File: config.mk
export PLATFORM = sky130hd
export DESIGN_NAME = spi_master
export DESIGN_NICKNAME = d
export VERILOG_FILES = /design/src/rtl/spi_pkg.sv /design/src/rtl/spi_clk_div.sv /design/src/rtl/spi_master.sv
export SDC_FILE = /design/constraint.sdc
export NUM_CORES = 1
export LEC_CHECK = 0
export BUFFER_PORTS_ARGS = -buffer_cell sky130_fd_sc_hd__buf_2
export CORE_MARGIN = 5
export CORE_UTILIZATION = 56
export DETAILED_ROUTE_END_ITERATION = 10
export PLACE_DENSITY = 0.78
export SLEW_MARGIN = 10
export SYNTH_ARGS = -nofsm -noshare
export SYNTH_HDL_FRONTEND = slang
export SYNTH_HIERARCHICAL = 1
export SYNTH_SLANG_ARGS = --single-unit
File: constraint.sdc
create_clock -name clk -period 3 [get_ports clk]
set_input_delay 0.45 -clock clk [delete_from_list [all_inputs] [get_ports clk]]
set_output_delay 0.45 -clock clk [all_outputs]
set_load 0.05 [all_outputs]
File: src/rtl/spi_pkg.sv
// Shared SPI definitions: master FSM states and the bus mode constants
// common to the SPI master and slave blocks.
package spi_pkg;

  typedef enum logic [1:0] {
    IDLE,
    SETUP,
    XFER,
    DONE
  } spi_state_e;

  // Mode 0: sclk idles low, miso is sampled on the leading (rising) edge.
  localparam logic CPOL = 1'b0;
  localparam logic CPHA = 1'b0;

endpackage

File: src/rtl/spi_clk_div.sv
// Divider producing a one-cycle terminal-count enable every CLK_DIV clk cycles
// while enabled; the count is held at zero whenever disabled.
module spi_clk_div #(
  parameter int CLK_DIV = 4
) (
  input  logic clk,
  input  logic rst,
  input  logic en,
  output logic tick
);

  logic [7:0] cnt;

  assign tick = en && (cnt == 8'(CLK_DIV - 1));

  always_ff @(posedge clk) begin
    if (rst || !en || tick) begin
      cnt <= '0;
    end else begin
      cnt <= cnt + 8'd1;
    end
  end

endmodule

File: src/rtl/spi_master.sv
// SPI master (mode 0): one DATA_WIDTH-bit frame per request, MSB first,
// with every output registered on the rising edge of clk.
module spi_master
  import spi_pkg::*;
#(
  parameter int CLK_DIV    = 4,
  parameter int DATA_WIDTH = 8
) (
  input  logic                  clk,
  input  logic                  rst,
  input  logic [DATA_WIDTH-1:0] tx_data,
  input  logic                  tx_valid,
  output logic                  tx_ready,
  output logic [DATA_WIDTH-1:0] rx_data,
  output logic                  rx_valid,
  output logic                  sclk,
  output logic                  mosi,
  input  logic                  miso,
  output logic                  cs
);

  localparam int BW = $clog2(DATA_WIDTH);
  localparam logic [BW-1:0] LAST_BIT = BW'(DATA_WIDTH - 1);

  spi_state_e state, state_next;

  logic [DATA_WIDTH-1:0] tx_shift, tx_shift_next;
  logic [DATA_WIDTH-1:0] rx_shift, rx_shift_next;
  logic [DATA_WIDTH-1:0] rx_data_next;
  logic [BW-1:0]         bit_cnt, bit_cnt_next;
  logic                  sclk_next, mosi_next, cs_next, tx_ready_next, rx_valid_next;
  logic                  div_en, tick, sample_edge;

  assign div_en = (state == SETUP) || (state == XFER);

  spi_clk_div #(
    .CLK_DIV(CLK_DIV)
  ) u_clk_div (
    .clk (clk),
    .rst (rst),
    .en  (div_en),
    .tick(tick)
  );

  // The mode constants pick which sclk edge samples miso; the other edge shifts mosi.
  assign sample_edge = (sclk == CPOL) ^ CPHA;

  always_ff @(posedge clk) begin
    if (rst) begin
      state    <= IDLE;
      tx_shift <= '0;
      rx_shift <= '0;
      bit_cnt  <= '0;
      sclk     <= CPOL;
      mosi     <= 1'b0;
      cs       <= 1'b1;
      tx_ready <= 1'b1;
      rx_valid <= 1'b0;
      rx_data  <= '0;
    end else begin
      state    <= state_next;
      tx_shift <= tx_shift_next;
      rx_shift <= rx_shift_next;
      bit_cnt  <= bit_cnt_next;
      sclk     <= sclk_next;
      mosi     <= mosi_next;
      cs       <= cs_next;
      tx_ready <= tx_ready_next;
      rx_valid <= rx_valid_next;
      rx_data  <= rx_data_next;
    end
  end

  always_comb begin
    state_next    = state;
    tx_shift_next = tx_shift;
    rx_shift_next = rx_shift;
    bit_cnt_next  = bit_cnt;
    sclk_next     = sclk;
    mosi_next     = mosi;
    rx_valid_next = 1'b0;
    rx_data_next  = rx_data;

    case (state)
      IDLE: begin
        sclk_next = CPOL;
        mosi_next = 1'b0;
        if (tx_valid) begin
          state_next    = SETUP;
          tx_shift_next = tx_data;
          mosi_next     = tx_data[DATA_WIDTH-1];
          bit_cnt_next  = '0;
        end
      end
      SETUP: begin
        if (tick) begin
          state_next = XFER;
        end
      end
      XFER: begin
        if (tick) begin
          sclk_next = ~sclk;
          if (sample_edge) begin
            rx_shift_next = {rx_shift[DATA_WIDTH-2:0], miso};
          end else if (bit_cnt == LAST_BIT) begin
            state_next    = DONE;
            sclk_next     = CPOL;
            mosi_next     = 1'b0;
            rx_valid_next = 1'b1;
            rx_data_next  = rx_shift;
          end else begin
            // Rotating keeps every shift bit live; only the MSB is ever driven out.
            bit_cnt_next  = bit_cnt + 1'b1;
            tx_shift_next = {tx_shift[DATA_WIDTH-2:0], tx_shift[DATA_WIDTH-1]};
            mosi_next     = tx_shift[DATA_WIDTH-2];
          end
        end
      end
      DONE: begin
        state_next   = IDLE;
        bit_cnt_next = '0;
      end
      default: begin
        state_next = IDLE;
      end
    endcase

    cs_next       = (state_next == IDLE) || (state_next == DONE);
    tx_ready_next = (state_next == IDLE);
  end

endmodule

==> flow_metrics.tcl <==
set metrics [dict create \
    clock-root-buffer "clkbuf_4" \
    cts_tree "yes" \
    grt_pass1_vias 1349 \
    clock_sinks 42 \
    status "finished clean" \
    worstMarginPinSlew_ps 638 \
    grt_max_degree 35 \
    setup_viol 0 \
    syn_inst 200 \
    synth.most_common_cell "dfxtp_1" \
    p_leak_nw 0.856 \
    io_pins 25 \
    synth_area_leaders "dfxtp_1 (44%), mux2i_1 (9.4%), ha_1 (5.2%), nand2_1 (4.3%), a2111oi_0 (3.6%)" \
    rsz0062_at_grt "no" \
    wl_mm 3.32 \
    crit_type "register to register" \
    start_kind "register" \
    wl_per_cell_um 12.3 \
    cap_viol_max_count 0 \
    globalRouteOverflowTotal 0 \
    p_clk_share_pct 34.7 \
    area_growth_pct 10.7 \
    dieArea_um2 4710 \
    grt_use_total_pct 16.4 \
    combinationalPowerShare_pct 9.2 \
    synth_common_cells "dfxtp_1 (42), nand2_1 (22), mux2i_1 (18), nor2_1 (15), a21oi_1 (13)" \
    fin_util_pct 63.9 \
    max_slew_margin_pct 57.5 \
    initial_core_util_pct 57.7 \
    first_pass_iters 4 \
    dp_hpwl_mm 2.29 \
    fin_nets 242 \
    num_antenna_cells 0 \
    skew_ps 9.58 \
    hp-class "input pin to register" \
    dpl_worst_slack_ps 678 \
    maxSlewViolCount 0 \
    core.rowCount 21 \
    portBuffers 24 \
    ys_seq_elements 42 \
    whs_ps 323 \
    clock_path_buffers 2 \
    required_ps 3310 \
    internal-power_w 0.000786 \
    vias 1467 \
    critPathArrivalTime_ps 2670 \
    clk_pin_slew_ps 120 \
    cts_resized 0 \
    cts_buffers 5 \
    worstPathMaxFanout 11 \
    clock_latency_ps 360 \
    synth_top_area_share_pct 43.7 \
    syn_area_per_cell_um2 9.63 \
    ys.flop_type "dfxtp_1" \
    ir_drop_mv 0.371 \
    htreeDepth 2 \
    ys.warnings.count 6 \
    antenna_found_initial 0 \
    post-route-drc-count 0 \
    initialDrtViolationCount 79 \
    clock.fmax_ghz 0.424 \
    synth_edf_count 0 \
    end_kind "register" \
    postSynth.asyncResetShare_pct 0 \
    fin_crit_sh_pct 78.7 \
    grt_pass1_wl_mm 5.86 \
    cts_hold_buf 0 \
    p_sw_share_pct 24.3 \
    drive_gt1_share_pct 21.5 \
    p_sw_w 0.000252 \
    hold_viol 0 \
    fin_ws_ps 640 \
    via_per_inst 5.45 \
    post_cts_buffers 0 \
    die_width_um 68.6 \
    ant_nets 0 \
    syn-num-nets 220 \
    ys_types 42 \
    synth_seq_area_share_pct 43.7 \
    power_frac_seq_pct 56.0 \
    synth_area_um2 1930 \
    yosysTopAreaCell "dfxtp_1" \
    fin_setup_tns_ps 0 \
    die_y_um 68.6 \
    fin_crit_ps 2360 \
    gp_congestion 0.715 \
    powerDensity_nw_per_um2 487 \
    core_um2 3340 \
]
==> metrics by stage <==
step           cells  instance area, um^2  total power, W
2_1_floorplan    200                 1930        0.000665
3_3_place_gp     261                 2050        0.000689
3_5_place_dp     261                 2050        0.000690
4_1_cts          269                 2130         0.00105
5_1_grt          269                 2130         0.00109
6_report         269                 2130         0.00104
==> layout by cell type (no fill, tap or decap), types with 8 or more instances in the layout <==
| master | Yosys | routed |
|---|---|---|
| a2111oi_0 | 8 | 8 |
| a21oi_1 | 13 | 13 |
| a31o_2 | 8 | 8 |
| buf_2 | 1 | 24 |
| dfxtp_1 | 42 | 42 |
| ha_1 | 8 | 8 |
| inv_1 | 9 | 9 |
| mux2i_1 | 18 | 18 |
| nand2_1 | 22 | 22 |
| nor2_1 | 15 | 15 |
==> power by group through the flow <==
stage | clock, W | sequential [W] | combinational, W
4_1_cts | 0.000370 | 0.000581 | 0.0000970
3_5_place_dp | 0 | 0.000593 | 0.0000964
5_1_grt | 0.000398 | 0.000583 | 0.000107
3_3_place_gp | 0 | 0.000593 | 0.0000958
6_report | 0.000360 | 0.000581 | 0.0000958
2_1_floorplan | 0 | 0.000607 | 0.0000572
==> cells by family after synthesis <==
kind of cell | after synthesis | share of synthesized area, %
DFF | 42 | 43.7
buffers and inverters | 21 | 5.52
and+or+nand+nor | 63 | 17.0
xor gates and xnor gates | 3 | 1.36
muxes | 18 | 9.36
AOI/OAI and AO/OA | 45 | 17.9
adders and majority gates | 8 | 5.20
==> worst max-delay path, stage by stage, from the launching register on <==
cell and delay, ps:
dfxtp_1 390, inv_1 90, ha_1 290, nand2_1 100
nor4_1 240, buf_4 200, nand3b_1 270, a2111oi_0 560
a31o_2 170
==> metal layers <==
layer | GRT usage, % | vias to the layer above | wire length [um] | share of wire [%]
met5 | 0 | - | 0 | 0
met4 | 6.95 | 0 | 69 | 2.1
met3 | 5.02 | 11 | 138 | 4.2
met2 | 27.4 | 24 | 1520 | 46
met1 | 19.4 | 666 | 1590 | 48
li1 | - | 766 | - | -
==> final timing paths <==
check / slack (ps) / startpoint / to / depth (start not counted)
max: 640 / state[0] / tx_shift[3] / 8
min: 320 / miso / rx_shift[0] / 3
max reg2reg: 640 / state[0] / tx_shift[3] / 8
min reg2reg: 460 / rx_data[3] / rx_data[3] / 2
==> registers in the layout, summed over array words and instances, names as in the netlist <==
name           flops
tx_shift           8
u_clk_div/cnt      8
tx_ready           1
cs                 1
rx_data            8
state              2
bit_cnt            3
rx_shift           8
mosi               1
rx_valid           1
sclk               1
==> layout make-up <==
type	count	area, um^2
Clock buffer	6	41.3
Clock inverter	2	37.5
Fill cell	315	1200
Inverter	9	33.8
Multi-Input combinational cell	137	978
Sequential cell	42	841
Tap cell	46	57.6
Timing Repair Buffer	27	143
Note: power is estimated with default switching activity, not from simulation.
